<file path="config.mk">
export PLATFORM = sky130hd
export DESIGN_NAME = cam_pixel_capture
export DESIGN_NICKNAME = d
export VERILOG_FILES = /design/src/rtl/cam_pkg.sv /design/src/rtl/sync_fifo.sv /design/src/rtl/cam_pixel_capture.sv
export SDC_FILE = /design/constraint.sdc
export NUM_CORES = 1
export LEC_CHECK = 0
export ABC_CLOCK_PERIOD_IN_PS = 9100
export CORE_ASPECT_RATIO = 2
export CORE_MARGIN = 4
export CORE_UTILIZATION = 64
export DETAILED_ROUTE_END_ITERATION = 6
export PLACE_DENSITY = 0.84
export SLEW_MARGIN = 20
export SYNTH_ARGS = -nofsm -noshare
export SYNTH_HDL_FRONTEND = slang
export SYNTH_SLANG_ARGS = --single-unit
</file>
<file path="constraint.sdc">
create_clock -name clk -period 9.1 [get_ports clk]
set_clock_uncertainty 0.1 [all_clocks]
set_input_delay 1.82 -clock clk [delete_from_list [all_inputs] [get_ports clk]]
set_output_delay 1.82 -clock clk [all_outputs]
set_load 0.02 [all_outputs]
</file>
<file path="src/rtl/cam_pkg.sv">
// cam_pkg: shared modes, default marker byte and sizing helper for the camera capture path
package cam_pkg;
  typedef enum logic [1:0] {
    MODE_Y     = 2'd0,
    MODE_ALL   = 2'd1,
    MODE_DECIM = 2'd2,
    MODE_OFF   = 2'd3
  } cam_mode_e;
  localparam logic [7:0] HDR_BYTE_DEF = 8'hFF;
  function automatic int addr_w(input int depth);
    return depth > 1 ? $clog2(depth) : 1;
  endfunction
endpackage

</file>
<file path="src/rtl/sync_fifo.sv">
// sync_fifo: single-clock FIFO with a registered head byte and no fall-through
module sync_fifo
  import cam_pkg::*;
#(
  parameter int DATA_W = 8,
  parameter int DEPTH  = 16
) (
  input  logic              clk,
  input  logic              rst,
  input  logic              push,
  input  logic [DATA_W-1:0] din,
  input  logic              ready,
  output logic [DATA_W-1:0] dout,
  output logic              empty,
  output logic              full
);
  localparam int AW = addr_w(DEPTH);
  logic [DATA_W-1:0] mem [DEPTH];
  logic [AW-1:0] wr_ptr, rd_ptr, rd_nxt;
  logic [AW:0] count, rem;
  logic pop, wr;
  always_comb begin
    empty  = count == '0;
    full   = count == (AW+1)'(DEPTH);
    pop    = !empty && ready;
    wr     = push && (!full || pop);
    rd_nxt = rd_ptr + AW'(pop);
    rem    = count - (AW+1)'(pop);
  end
  always_ff @(posedge clk)
    if (wr) mem[wr_ptr] <= din;
  // head register loads the next stored entry, or the incoming byte when that becomes the only entry
  always_ff @(posedge clk) begin
    if (rst) begin
      wr_ptr <= '0;
      rd_ptr <= '0;
      count  <= '0;
      dout   <= '0;
    end else begin
      wr_ptr <= wr_ptr + AW'(wr);
      rd_ptr <= rd_nxt;
      count  <= rem + (AW+1)'(wr);
      if (rem != '0) dout <= mem[rd_nxt];
      else if (wr) dout <= din;
    end
  end
endmodule

</file>
<file path="src/rtl/cam_pixel_capture.sv">
// cam_pixel_capture: synchronises the OV7670 bus, selects bytes by mode and buffers them for the UART
module cam_pixel_capture
  import cam_pkg::*;
#(
  parameter int               DATA_W      = 8,
  parameter int               SYNC_STAGES = 2,
  parameter int               FIFO_DEPTH  = 16,
  parameter int               DECIM       = 2,
  parameter int               HDR_EN      = 1,
  parameter logic [DATA_W-1:0] HDR_BYTE   = DATA_W'(HDR_BYTE_DEF),
  parameter int               CNT_W       = 16
) (
  input  logic              clk,
  input  logic              rst,
  input  logic              pclk,
  input  logic              href,
  input  logic              vsync,
  input  logic [DATA_W-1:0] pixel,
  input  logic [1:0]        mode,
  output logic [DATA_W-1:0] out_data,
  output logic              out_valid,
  input  logic              out_ready,
  output logic              overflow,
  output logic [CNT_W-1:0]  frame_cnt
);
  localparam int PW = DECIM > 1 ? $clog2(DECIM) : 1;
  logic [SYNC_STAGES-1:0] pclk_s, href_s, vsync_s;
  logic [DATA_W-1:0] pix_d [SYNC_STAGES+1];
  logic [DATA_W-1:0] pix_sel, push_data;
  logic [PW-1:0] pix_cnt;
  logic pclk_prev, edge_q, href_q, vsync_q, vsync_prev;
  logic armed, phase, push_q, fs, cap, keep, empty, full, drop;
  always_ff @(posedge clk) begin
    if (rst) begin
      pclk_s     <= '0;
      href_s     <= '0;
      vsync_s    <= '0;
      pclk_prev  <= 1'b0;
      edge_q     <= 1'b0;
      href_q     <= 1'b0;
      vsync_q    <= 1'b0;
      vsync_prev <= 1'b0;
      for (int i = 0; i <= SYNC_STAGES; i++) pix_d[i] <= '0;
    end else begin
      pclk_s     <= {pclk_s[SYNC_STAGES-2:0], pclk};
      href_s     <= {href_s[SYNC_STAGES-2:0], href};
      vsync_s    <= {vsync_s[SYNC_STAGES-2:0], vsync};
      pclk_prev  <= pclk_s[SYNC_STAGES-1];
      edge_q     <= pclk_s[SYNC_STAGES-1] && !pclk_prev;
      href_q     <= href_s[SYNC_STAGES-1];
      vsync_q    <= vsync_s[SYNC_STAGES-1];
      vsync_prev <= vsync_q;
      pix_d[0]   <= pixel;
      for (int i = 1; i <= SYNC_STAGES; i++) pix_d[i] <= pix_d[i-1];
    end
  end
  // pix_d[SYNC_STAGES] lines up with edge_q, so the byte is taken at the pclk rise it belongs to
  always_comb begin
    fs      = vsync_prev && !vsync_q;
    cap     = edge_q && href_q && !vsync_q && armed && mode != MODE_OFF;
    keep    = mode == MODE_ALL ? 1'b1 :
              mode == MODE_Y ? !phase :
              mode == MODE_DECIM ? (!phase && pix_cnt == '0) : 1'b0;
    pix_sel = (HDR_EN != 0 && pix_d[SYNC_STAGES] == HDR_BYTE) ? HDR_BYTE - 1'b1 : pix_d[SYNC_STAGES];
    drop    = push_q && full && !(out_valid && out_ready);
  end
  always_ff @(posedge clk) begin
    if (rst) begin
      push_q    <= 1'b0;
      push_data <= '0;
      phase     <= 1'b0;
      pix_cnt   <= '0;
      armed     <= 1'b0;
      frame_cnt <= '0;
      overflow  <= 1'b0;
    end else begin
      push_q    <= (fs && HDR_EN != 0) || (cap && keep);
      push_data <= fs ? HDR_BYTE : pix_sel;
      if (!href_q || vsync_q) begin
        phase   <= 1'b0;
        pix_cnt <= '0;
      end else if (cap) begin
        phase <= !phase;
        if (phase) pix_cnt <= pix_cnt == PW'(DECIM - 1) ? '0 : pix_cnt + 1'b1;
      end
      if (fs) begin
        armed     <= 1'b1;
        frame_cnt <= frame_cnt + 1'b1;
      end
      // a drop always wins, so a marker lost right after frame start still reports
      if (drop) overflow <= 1'b1;
      else if (fs) overflow <= 1'b0;
    end
  end
  sync_fifo #(.DATA_W(DATA_W), .DEPTH(FIFO_DEPTH)) u_fifo (
    .clk  (clk),
    .rst  (rst),
    .push (push_q),
    .din  (push_data),
    .ready(out_ready),
    .dout (out_data),
    .empty(empty),
    .full (full)
  );
  assign out_valid = !empty;
endmodule

</file>
## Word-level counts from Yosys, hierarchy flattened

Memory sizes are Yosys's and may differ from the RTL's.
Cells that the tools add are included.

| operators by class | value |
|---|---|
| bitwise logic cells | 4 |
| reductions and logical operators | 29 |
| div/mod/pow operators | 0 |
| equal/unequal tests | 5 |
| add/subtract/negate cells | 6 |
| shift-type cells | 0 |
| mux-type cells | 18 |
| multipliers | 0 |
| magnitude comparators | 0 |

Operator list:

| operator | count |
|---|---|
| 8-bit 2-to-1 mux | 7 |
| 16-bit by 1-bit adder with 16-bit output (second input constant) | 1 |
| 1-bit logical AND | 12 |
| 1-bit 2-to-1 mux | 11 |
| 4-bit by 1-bit adder with 4-bit output | 2 |
| 8-bit equality test (second input constant) | 1 |
| 1-bit logical NOT | 7 |
| 5-bit by 1-bit adder with 5-bit output | 1 |
| 5-bit equality test (second input constant) | 1 |
| 5-bit logical NOT | 1 |
| 5-bit nonzero test | 1 |
| 5-bit by 1-bit subtractor with 5-bit output | 1 |
| 2-bit nonzero test | 2 |
| 1-bit logical OR | 3 |
| 1-bit OR | 3 |
| 2-bit by 1-bit equality test with 1-bit output (second input constant) | 1 |
| 2-bit equality test (second input constant) | 1 |
| 2-bit logical NOT | 1 |
| 2-bit != test (second input constant) | 1 |
| 2-bit AND reduction | 1 |
| 2-bit OR reduction | 1 |
| 1-bit adder (second input constant) | 1 |
| 1-bit NOT | 1 |

| word-level totals | value |
|---|---|
| register bits after elaboration | 61 |
| RAM bits | 152 |
| latch bits | 0 |
| output and inout bits | 26 |
| logic and storage cells | 83 |
| memories | 2 |
| input bits | 16 |
| memory bits (read-only) | 0 |

Memory list:

| name | words | bits a word | read ports | clocked after Yosys merged registers in | wr ports | RTL line | RTL |
|---|---|---|---|---|---|---|---|
| u_fifo.mem | 16 | 8 | 1 | 0 | 1 | sync_fifo.sv:18 | `logic [DATA_W-1:0] mem [DEPTH];` |
| pix_d | 3 | 8 | 3 | 0 | 3 | cam_pixel_capture.sv:28 | `logic [DATA_W-1:0] pix_d [SYNC_STAGES+1];` |

## Logic depth before layout (Yosys ltp)

| depth | value |
|---|---|
| depth in word-level cells | 7 |
| gate-level depth with buffers | 12 |
| mapped depth without buffers | 11 |

## By module

A second synthesis with hierarchy kept.

| second synthesis, totals | value |
|---|---|
| cells, all modules | 599 |
| area total of the unflattened synthesis | 8220.4 um^2 |

By module, submodules not included:

| module | instances | area an instance (um^2) | sequential area each (um^2) | cells each |
|---|---|---|---|---|
| sync_fifo | 1 | 6087.1 | 4264.1 | 390 |
| cam_pixel_capture | 1 | 2133.3 | 1281.2 | 209 |

## Worst setup path before layout

OpenSTA, ideal clock, no wires.

| path | value |
|---|---|
| path type | input port to flip-flop |
| start | input port out_ready |
| end | register u_fifo.dout[5] |
| data required time | 8873 ps |
| path buffers | 0 |
| library setup time | 127 ps |
| data arrival time | 3667 ps |
| stages on the path | 8 |
| path slack | 5206 ps |
| cells stage by stage | and2_1 > ha_1 > ha_1 > inv_1 > or4_4 > o211ai_4 > a2111oi_1 > or3_1 |

| on the way | value |
|---|---|
| cells in the longest elaborated chain, start to end | 4 |
| elaborated cells on any way between the ends | 9 |
| classes of those cells | 2 x add/sub; 1 x mux; 5 x reduce/logical; 1 x memory |

Ends and longest elaborated chain:

| what | RTL line | RTL |
|---|---|---|
| start, declared | cam_pixel_capture.sv:22 | `input logic out_ready,` |
| 1-bit logical AND (*) | sync_fifo.sv:25 | `pop = !empty && ready;` |
| 4-bit by 1-bit adder with 4-bit output (tied with other cells) | sync_fifo.sv:27 | `rd_nxt = rd_ptr + AW'(pop);` |
| memory read 16 x 8 bit (tied with other cells) | n/a |  |
| 8-bit 2-to-1 mux or 2-bit nonzero test (tied branches) | n/a |  |
| end signal, assigned | sync_fifo.sv:43 | `if (rem != '0) dout <= mem[rd_nxt];` |
| end signal, assigned | sync_fifo.sv:44 | `else if (wr) dout <= din;` |
| end, declared | sync_fifo.sv:13 | `output logic [DATA_W-1:0] dout,` |

Every way passes the cells marked *; elsewhere a longest branch is shown, timed or not.
A chain may end at the register's enable or synchronous reset.

## Worst setup path after layout

| path | value |
|---|---|
| start | input port out_ready |
| end | register u_fifo.dout[0] |

| on the way | value |
|---|---|
| cells in the longest elaborated chain, start to end | 4 |
| elaborated cells on any way between the ends | 9 |
| classes of those cells | 2 x add/sub; 1 x mux; 5 x reduce/logical; 1 x memory |

Ends and longest elaborated chain:

| what | RTL line | RTL |
|---|---|---|
| 1-bit logical AND | sync_fifo.sv:25 |  |
| 4-bit by 1-bit adder with 4-bit output | sync_fifo.sv:27 |  |
| net u_fifo.rd_nxt[1] | sync_fifo.sv:19 | `logic [AW-1:0] wr_ptr, rd_ptr, rd_nxt;` |
| memory read 16 x 8 bit | n/a |  |
| 8-bit 2-to-1 mux | sync_fifo.sv:43 |  |

The timed path passes the listed nets, and every way through them passes these cells.

==> results.json <==
{
  "wl_per_cell_um": 20.5,
  "yosysSeqAreaShare": 0.681,
  "postRouteWirelength_um": 16300,
  "hpwl_um": 10600,
  "worst-slew-pin-transition_ns": 1.03,
  "antenna_found_initial": 0,
  "path_buf_inv": 2,
  "hold_start": "pclk_prev$_SDFF_PP0_",
  "post_cts_buffers": 0,
  "port_buffers": 41,
  "drc": 0,
  "drv_cap": 0,
  "start_util": 0.648,
  "grt_pass1_vias": 5028,
  "tritoncts": "yes",
  "synthTopCellsByCount": "128 x edfxtp_1, 85 x dfxtp_1, 61 x nor2_1, 59 x nor2b_1, 32 x mux2_2",
  "synth.most_common_cell": "edfxtp_1",
  "grt_first_pass_wirelength_um": 26200,
  "rr_startpoint": "u_fifo.count[1]$_SDFF_PP0_",
  "die-area_um2": 14700,
  "crit_family": "buffers and inverters",
  "synth_top_area_frac": 0.472,
  "htree_levels": 1,
  "critical_path.cell_chain": "clkdlybuf4s50_1, and2_1, ha_1, ha_2, buf_4, mux2_2, o22ai_1, a2111oi_0, or3_1",
  "syn_area_um2": 8140,
  "numCtsBuffers": 18,
  "nets": 658,
  "fin_crit_ns": 4.61,
  "ios": 42,
  "wl_met3_um": 734,
  "irDropWorstVdd_uv": 207,
  "worstSetupEndpointType": "flop",
  "cpPeakStageDelay_ns": 0.76,
  "antenna_cells": 0,
  "synth.largest_area_cell": "edfxtp_1",
  "synth_edf_count": 128,
  "synth_cells": 595,
  "drive_gt1_frac": 0.119,
  "drt_iter0_drc": 423,
  "setup-tns-final_ns": 0,
  "critPathLaunch": "out_ready",
  "netlist_top_cells_area": "edfxtp_1 47%, dfxtp_1 21%, nor2b_1 4.5%",
  "max_slew_margin": 0.308,
  "critical_path_class": "input pin to flop",
  "antenna_left": 0,
  "powerDensity_nw_per_um2": 257,
  "via_per_inst": 6.03,
  "ys_seq_elements": 213,
  "insertion_delay_ns": 0.47,
  "die_x_um": 87.8,
  "grt_overflow_total": 0,
  "path_clk_slew_ns": 0.07,
  "postCtsHoldBufs": 0,
  "critical_path.startpoint_type": "input pin",
  "die_h_um": 168,
  "hold_path_class": "flop to flop",
  "fin_cells": 795,
  "avgSynthCellArea_um2": 13.7,
  "drv_slew": 0,
  "yosys_warnings": 0,
  "outcome": "completed",
  "worst-path-max-fanout": 81,
  "dr.pass1.iters": 5,
  "grt_max_degree": 82,
  "synthDistinctLibCells": 43,
  "async_flop_share": 0,
  "synth_fp_nets": 620,
  "root_buffer": "clkbuf_16",
  "post_cts_resized": 0,
  "required_ns": 9.35,
  "core_area_um2": 12600,
  "rsz0062_at_grt": "false",
  "gp_congestion": 0.840,
  "place_inst": 763,
  "grt_use_total": 0.233,
  "rows": 58,
  "area_delta_synth_final_pct": 13.2,
  "critPathArrivalTime_ns": 4.85,
  "top_layer_used": "met4",
  "clkSinkCount": 213,
  "slowest_stage": "buf_4",
  "setup_viol": 0,
  "ys.flop_type": "edfxtp_1",
  "p_leak_nw": 3.17,
  "met2_length_um": 9340,
  "drt-met1-wl_um": 5590,
  "hold_viol": 0,
  "finalCritPeriodShare": 0.506,
  "clockBufferDepth": 3,
  "vias": 4792,
  "timing.fmax_ghz": 0.217
}
## per-layer routing
| metal | vias up | GRT usage |
|---|---|---|
| met5 | - | 0 |
| met2 | 170 | 0.433 |
| met1 | 2346 | 0.258 |
| met3 | 39 | 0.0310 |
| met4 | 0 | 0.0922 |
| li1 | 2237 | - |
## final cells by class
cell class	instances	area (um2)
clock buffers	23	510
clock inverters	9	48.8
fillers	764	3330
inverters	10	37.5
multi-input cells	343	2440
flip-flops and latches	213	5550
well taps	150	188
repair buffers	47	450
## cells in the final DEF, fill, tap and decap left out, drive strengths merged, types with 7 or more instances in the layout
cell type	Yosys	layout
nand2b	7	7
buf	14	7
ha	9	9
clkinv	0	7
nand3	10	10
mux2i	24	24
clkbuf	15	23
clkdlybuf4s50	0	40
edfxtp	128	128
mux2	32	32
dfxtp	85	85
xnor2	13	13
xor2	12	12
nand2	9	9
o22ai	17	17
nor2	61	61
nor2b	59	59
a21oi	7	7
a2111oi	16	16
a211oi	16	16
or3	13	13
inv	10	11
nor3	7	7
## state kept, by name, summed over array words and instances, names as in the netlist
register / flops
href_q: 1
href_s: 2
u_fifo.wr_ptr: 4
u_fifo.dout: 8
vsync_q: 1
pix_cnt: 1
overflow: 1
push_data: 8
phase: 1
u_fifo.mem: 128
pclk_prev: 1
armed: 1
pclk_s: 2
edge_q: 1
push_q: 1
vsync_prev: 1
frame_cnt: 16
vsync_s: 2
pix_d: 24
u_fifo.rd_ptr: 4
u_fifo.count: 5
## stage by stage
step	utilization	worst slack (ns)	total power [mW]	hold WS (ns)	instance area [um2]
5_1_grt	0.734	4.36	2.48	0.335	9220
3_3_place_gp	0.690	4.15	1.63	0.274	8660
3_5_place_dp	0.690	4.04	1.66	0.284	8660
4_1_cts	0.734	4.52	2.37	0.321	9220
6_report	0.734	4.49	2.37	0.311	9220
2_1_floorplan	-	5.21	1.51	0.267	8140
## logic make-up (layout without fill, tap and decap cells)
logic type | Yosys count | after routing | share of synthesized area
flip-flops | 213 | 213 | 0.681
AND/OR/NAND/NOR | 187 | 187 | 0.122
AO/OA/AOI/OAI | 66 | 66 | 0.0609
multiplexers | 56 | 56 | 0.0738
buffers and inverters | 39 | 89 | 0.0201
XOR/XNOR | 25 | 25 | 0.0278
adder cells (fa/ha/maj) | 9 | 9 | 0.0138
## report_power, final
group	internal (mW)	leakage (nW)	switching (mW)	total [mW]
logic	0.233	1.01	0.334	0.567
clock network	0.399	0.278	0.322	0.721
registers	1.05	1.88	0.0291	1.08
## worst reg2reg max path, delay by kind of cell, from the launching register on
family                   cells  cell delay (ns)
multiplexers                 1             0.47
AO/OA/AOI/OAI                2             0.29
flip-flops                   1             0.34
buffers and inverters        1             0.76
AND/OR/NAND/NOR              4             1.50
adder cells (fa/ha/maj)      2             0.54
## worst paths after layout
check                                                   end  slack, ns  depth (start not counted)
worst max register to register  u_fifo.dout[0]$_SDFFE_PP0P_       4.99                         10
worst min-delay path                      edge_q$_SDFF_PP0_       0.31                          1
worst min register to register            edge_q$_SDFF_PP0_       0.31                          1
worst max-delay path            u_fifo.dout[0]$_SDFFE_PP0P_       4.49                          9
No activity file was read; power rests on OpenSTA's default activity.
